[config.mk]
export PLATFORM = sky130hd
export DESIGN_NAME = axis_error_filter_pkt
export DESIGN_NICKNAME = d
export VERILOG_FILES = /design/src/rtl/axis_error_filter_pkg.sv /design/src/rtl/axis_filter_ram.sv /design/src/rtl/axis_error_filter_pkt.sv
export SDC_FILE = /design/constraint.sdc
export NUM_CORES = 2
export LEC_CHECK = 0
export ABC_AREA = 1
export BUFFER_PORTS_ARGS = -buffer_cell sky130_fd_sc_hd__buf_2
export CAP_MARGIN = 20
export CORE_MARGIN = 8
export CORE_UTILIZATION = 45
export DETAILED_ROUTE_END_ITERATION = 8
export MAX_ROUTING_LAYER = met4
export SKIP_LAST_GASP = 1
export SYNTH_ARGS = -nofsm -noshare
export SYNTH_HDL_FRONTEND = slang
export SYNTH_HIERARCHICAL = 1
export SYNTH_SLANG_ARGS = --single-unit
[constraint.sdc]
create_clock -name clk -period 9.4 [get_ports clk]
set_input_delay 0 -clock clk [delete_from_list [all_inputs] [get_ports clk]]
set_output_delay 0 -clock clk [all_outputs]
set_load 0.005 [all_outputs]
[src/rtl/axis_error_filter_pkg.sv]
// axis_error_filter_pkg: shared types for the packet-buffering error filter
package axis_error_filter_pkg;
    typedef enum logic [1:0] {ST_IDLE, ST_ACTIVE, ST_DISCARD} wr_state_t;
    typedef enum logic [1:0] {CAUSE_NONE, CAUSE_ERR, CAUSE_OVF, CAUSE_LEN} drop_cause_t;
    function automatic drop_cause_t drop_cause(input logic err, input logic ovf, input logic len);
        return err ? CAUSE_ERR : ovf ? CAUSE_OVF : len ? CAUSE_LEN : CAUSE_NONE;
    endfunction
endpackage

[src/rtl/axis_filter_ram.sv]
// axis_filter_ram: simple dual-port beat store, one write port and one registered read port
module axis_filter_ram #(
    parameter int AW = 8,
    parameter int W  = 10
) (
    input  logic          clk,
    input  logic          wr_en,
    input  logic [AW-1:0] wr_addr,
    input  logic [W-1:0]  wr_data,
    input  logic          rd_en,
    input  logic [AW-1:0] rd_addr,
    output logic [W-1:0]  rd_data
);
    logic [W-1:0] mem [2**AW];
    always_ff @(posedge clk) begin
        if (wr_en) mem[wr_addr] <= wr_data;
        if (rd_en) rd_data <= mem[rd_addr];
    end
endmodule

[src/rtl/axis_error_filter_pkt.sv]
// axis_error_filter_pkt: buffers rx beats and forwards only cleanly terminated packets
module axis_error_filter_pkt import axis_error_filter_pkg::*; #(
    parameter int AXIS_BYTES     = 1,
    parameter int AXIS_USER_BITS = 1,
    parameter int LOG2_DEPTH     = 8,
    parameter int MAX_PKT_LEN    = 1518,
    parameter int CNT_BITS       = 16
) (
    input  logic                      clk,
    input  logic                      areset,
    input  logic                      i_valid,
    input  logic                      i_last,
    input  logic [AXIS_BYTES*8-1:0]   i_data,
    input  logic [AXIS_USER_BITS-1:0] i_user,
    input  logic                      i_error,
    input  logic                      axis_o_tready,
    output logic                      axis_o_tvalid,
    output logic                      axis_o_tlast,
    output logic [AXIS_BYTES*8-1:0]   axis_o_tdata,
    output logic [AXIS_USER_BITS-1:0] axis_o_tuser,
    output logic                      o_drop,
    output logic [1:0]                o_drop_cause,
    output logic [CNT_BITS-1:0]       o_pkts_ok,
    output logic [CNT_BITS-1:0]       o_pkts_dropped,
    output logic [LOG2_DEPTH:0]       o_level
);
    localparam int DW = AXIS_BYTES * 8;
    localparam int W  = DW + AXIS_USER_BITS + 1;
    localparam int PW = LOG2_DEPTH + 1;
    localparam int CW = $clog2(MAX_PKT_LEN + 1);
    localparam logic [PW-1:0] DEPTH = PW'(2**LOG2_DEPTH);

    logic [PW-1:0] wr_ptr, commit_ptr, rd_ptr, fetch_ptr;
    logic [CW-1:0] beat_cnt;
    wr_state_t     state;
    drop_cause_t   cause;
    logic          full, too_long, accepting, drop, wr_en;
    logic          s1_valid, rd_en, load_out;
    logic [W-1:0]  rd_data;

    // rd_ptr only advances on a downstream handshake, so prefetched beats still occupy space
    assign full      = (wr_ptr - rd_ptr) == DEPTH;
    assign too_long  = beat_cnt == CW'(MAX_PKT_LEN);
    assign accepting = i_valid && state != ST_DISCARD;
    assign drop      = accepting && (i_error || full || too_long);
    assign wr_en     = accepting && !drop;
    assign cause     = drop_cause(i_error, full, too_long);
    assign o_level   = wr_ptr - rd_ptr;

    always_ff @(posedge clk or posedge areset) begin
        if (areset) begin
            state          <= ST_IDLE;
            wr_ptr         <= '0;
            commit_ptr     <= '0;
            beat_cnt       <= '0;
            o_drop         <= 1'b0;
            o_drop_cause   <= CAUSE_NONE;
            o_pkts_ok      <= '0;
            o_pkts_dropped <= '0;
        end else begin
            o_drop       <= drop;
            o_drop_cause <= drop ? cause : CAUSE_NONE;
            if (drop) begin
                wr_ptr   <= commit_ptr;
                beat_cnt <= '0;
                state    <= i_last ? ST_IDLE : ST_DISCARD;
                if (o_pkts_dropped != '1) o_pkts_dropped <= o_pkts_dropped + 1'b1;
            end else if (wr_en) begin
                wr_ptr   <= wr_ptr + 1'b1;
                beat_cnt <= i_last ? '0 : beat_cnt + 1'b1;
                state    <= i_last ? ST_IDLE : ST_ACTIVE;
                if (i_last) commit_ptr <= wr_ptr + 1'b1;
                if (i_last && o_pkts_ok != '1) o_pkts_ok <= o_pkts_ok + 1'b1;
            end else if (i_valid && i_last) begin
                state    <= ST_IDLE;
                beat_cnt <= '0;
            end
        end
    end

    axis_filter_ram #(.AW(LOG2_DEPTH), .W(W)) u_ram (
        .clk     (clk),
        .wr_en   (wr_en),
        .wr_addr (wr_ptr[LOG2_DEPTH-1:0]),
        .wr_data ({i_last, i_user, i_data}),
        .rd_en   (rd_en),
        .rd_addr (fetch_ptr[LOG2_DEPTH-1:0]),
        .rd_data (rd_data)
    );

    // two-stage prefetch: RAM read register (s1) feeding the output register
    assign load_out = s1_valid && (!axis_o_tvalid || axis_o_tready);
    assign rd_en    = (fetch_ptr != commit_ptr) && (!s1_valid || load_out);

    always_ff @(posedge clk or posedge areset) begin
        if (areset) begin
            fetch_ptr     <= '0;
            rd_ptr        <= '0;
            s1_valid      <= 1'b0;
            axis_o_tvalid <= 1'b0;
            axis_o_tlast  <= 1'b0;
            axis_o_tuser  <= '0;
            axis_o_tdata  <= '0;
        end else begin
            if (rd_en) fetch_ptr <= fetch_ptr + 1'b1;
            s1_valid <= rd_en || (s1_valid && !load_out);
            if (load_out) {axis_o_tlast, axis_o_tuser, axis_o_tdata} <= rd_data;
            if (load_out) axis_o_tvalid <= 1'b1;
            else if (axis_o_tready) axis_o_tvalid <= 1'b0;
            if (axis_o_tvalid && axis_o_tready) rd_ptr <= rd_ptr + 1'b1;
        end
    end
endmodule
==> results.md <==
* Status: finished, final reports clean
* Slew Limit Fails at 0
* CTS H-tree lvls at 5
* Wire per inst at 25.0 µm
* DRC Markers at 0
* Initial antenna violation count at 13
* CTS tree: yes
* GR Overflow Total at 0
* Synthesis-stage register bit count at 2666
* Final TNS setup at 0 ns
* Top cell type's share of synthesized area at a little over two thirds
* Internal at 0.0225 W
* Cell family with most CP delay: simple AND/OR/NAND/NOR gates
* P&R area growth vs syn at 10.6%
* Crit. End Element: flip-flop
* Core box area at 243000 µm²
* Startpoint Class: flip-flop
* Worst R2R End: u_ram/mem[148][4]$_DFFE_PP_
* Vias in the first global route at 70113
* Pwr dens at 298 nW/µm²
* CP required at 9.94 ns
* Row Count at between 150 and 200
* Layout Nets at 9229
* Die Span X at 509 µm
* CP Cell Sequence: inv_1 -> ha_1 -> inv_1 -> fa_1 -> nand2_2 -> nand2_2 -> nand3_1 -> nand2_1 -> nand2_1 -> nand2_1 -> nand3_4 -> nand3_4 -> inv_1 -> buf_4 -> nand3_1 -> nor2_1
* Worst setup path start: wr_ptr[0]$_DFFE_PP0P_
* CP peak stage delay at a little under 1 ns
* Synth Warn # at 6
* All-Layer GR Usage at 24.5%
* Post-synth cell types at just over 40
* WS Path Type: flip-flop to flip-flop
* Num CTS Buffers at 291
* R2r setup slk at between 4 and 5 ns
* MaxCap Viol Count at 0
* Top-count cell post-synth: nand2_1
* Top cells by area, synth: edfxtp_1 (71%), nand3_1 (12%), nand2_1 (9.7%), dfrtp_1 (2.2%), buf_2 (1.5%)
* Sw frac at 37.5%
* WL final at 316000 µm
* Clock Skews at 0.0749 ns
* Clock Latency Late Sink at 0.93 ns
* Pin count of the biggest net entering global routing at 224
* Number of synthesized flops with an enable pin at 2570
* Mapped Cells at 9331
* Power, Total at approximately 0.036 W
* Syn avg cell area at 11.7 µm²
* I/O Pins at 70
* CP Buf/Inv Count at 4
* DIE HEIGHT at 509 µm
* Post-DRT Antenna Nets at 0
* Initial Util at 45.1%
* Via count at 73212
* Clock power share at slightly below 30%
* Layout cells sized above 1 at 6.27%
* First-pass GRT wire length at 463000 µm
* Worst rel slew slack at between 15 and 20%
* Die area at between 200000 and 300000 µm²
* Peak supply drop at 0.299 mV
* Setup crit end: u_ram/mem[148][4]$_DFFE_PP_
* Fin crit period at 4.98 ns
* Cell taking the most area after synthesis: edfxtp_1
* CTS max path bufs at 4
* Net switching power at between 0.01 and 0.015 W
* Routed vias/inst at 5.80
* Cts repair resizes at 0
* Iteration-0 DRC Markers at 8928
* Hold Path Class: input pin to flip-flop
* Stages on the worst setup path at 16
* Asr flop ratio synth at 3.60%
* Detailed Place HPWL at 179000 µm
* Drt pass-1 iters at 6
* Leakage at 42.2 nW
* Fin worst setup slack at 4.42 ns
* Synth Net Count at around 9400
* Reg clk slew, reported paths at 0.06 ns
* Tcrit/Tclk final at 53.0%
* Worst r2r src: wr_ptr[0]$_DFFE_PP0P_
* Critical path's slowest cell: nor2_1
* Sequential power share at 37.5%
* Synthesized area at 109000 µm²
* Post-synth top flop: edfxtp_1
* Slew @ Worst Pin at 1.25 ns
* Fmax at 201 MHz
* Gate power share at 32.7%
* CP arrival at about 5.5 ns
* Root buffer cell: clkbuf_16
* Fin. Hold Viols at 0
* CP Max Fanout at 24
* Reg2reg path depth at 16
* Routability cong. at 0.902
* Setup Viol. Count Final at 0
* Port bufs at 69
* Placement Setup Slack at roughly 4.5 ns
* Clk sink count at roughly 2700
* RSZ-0062 raised after global routing: false
* Final Core Density at ~50%
* Sequential fraction of the synthesis area at 72.8%
* Synth cell count leaders: nand2_1 (2825), nand3_1 (2581), edfxtp_1 (2570)
[worst min-delay path, delay by kind of cell]
kind | cells | cell delay [ns]
buf+inv | 3 | 0.82
compound gates | 1 | 0.11
[kinds of logic after synthesis]
kind of cell	count (synthesis)	synth area share, %
flops	2666	72.8
fa+ha+maj	16	0.190
compound gates	54	0.293
mux	10	0.103
xor+xnor	64	0.513
buf+inv	744	3.18
simple gates	5777	23.0
[sequential cells by signal, indices dropped and copies added (netlist names)]
| signal | flops |
|---|---|
| u_ram/mem | 2560 |
| o_pkts_dropped | 16 |
| o_pkts_ok | 16 |
| beat_cnt | 11 |
| u_ram/rd_data | 10 |
| commit_ptr | 9 |
| fetch_ptr | 9 |
| rd_ptr | 9 |
| wr_ptr | 9 |
| axis_o_tdata | 8 |
| o_drop_cause | 2 |
| state | 2 |
| axis_o_tlast | 1 |
| axis_o_tuser | 1 |
| axis_o_tvalid | 1 |
| o_drop | 1 |
| s1_valid | 1 |
[how the worst min path moves through the flow]
| stage | from | to | slack [ns] | cells past startpoint |
|---|---|---|---|---|
| after floorplan | i_data[0] | u_ram/mem[0][0]$_DFFE_PP_ | 0.1 | 0 |
| after global placement | areset | axis_o_tdata[0]$_DFFE_PP0P_ | 0.17 | 2 |
| after detailed placement | areset | axis_o_tdata[0]$_DFFE_PP0P_ | 0.17 | 2 |
| after CTS | i_error | o_drop_cause[0]$_DFF_PP0_ | 0.01 | 4 |
| after global routing | i_error | o_drop_cause[0]$_DFF_PP0_ | 0.06 | 4 |
| final | i_error | o_drop_cause[0]$_DFF_PP0_ | 0.07 | 4 |
[power by group through the flow]
| stage | clock network (W) | logic, W | registers, W |
|---|---|---|---|
| after floorplan | 0 | 0.00776 | 0.0135 |
| after global placement | 0 | 0.0115 | 0.0138 |
| after detailed placement | 0 | 0.0115 | 0.0138 |
| after CTS | 0.0109 | 0.0116 | 0.0135 |
| after global routing | 0.0113 | 0.0127 | 0.0135 |
| final | 0.0107 | 0.0118 | 0.0135 |
[per-layer routing]
metal / vias up / share of wire (%) / track usage, %
li1: 32714 / - / -
met1: 36237 / 41 / 33.0
met2: 3613 / 46 / 37.5
met3: 648 / 8.9 / 4.38
met4: 0 / 4.0 / 9.17
met5: - / 0 / -
[cell usage in the layout, fill, tap and decap left out, types with 19 or more instances in the layout]
cell type,count
buf_12,19
buf_2,59
buf_4,70
clkbuf_1,60
clkbuf_16,299
clkinv_1,65
clkinv_2,39
dfrtp_1,90
dlygate4sd3_1,21
edfxtp_1,2570
inv_1,126
nand2_1,2814
nand3_1,2581
nor2_1,310
nor3_1,22
o21ai_0,25
xnor2_1,19
xor2_1,45
[timing repair]
| action | 4_1_cts | 5_1_grt |
|---|---|---|
| hold buffers | 21 | 0 |
| hold endpoints to repair | 1001 | 0 |
| buffers inserted | 0 | 0 |
[final cells by class]
cell class	instances	area (µm²)
clock buffers	365	7790
inverters	136	542
clock inverters	126	1000
diodes	15	37.5
repair buffers	182	1600
flip-flops and latches	2666	79600
well taps	3202	4010
multi-input cells	5921	26300
fillers	21033	122000
[per-stage QoR]
step,instances,hold slack (ns),instance area (µm²)
2_1_floorplan,9331,0.0989,109000
3_3_place_gp,12083,0.171,112000
3_5_place_dp,12084,0.174,112000
4_1_cts,12596,0.0144,121000
5_1_grt,12609,0.0628,121000
6_report,12613,0.0740,121000
No activity file was read; power rests on OpenSTA's default activity.
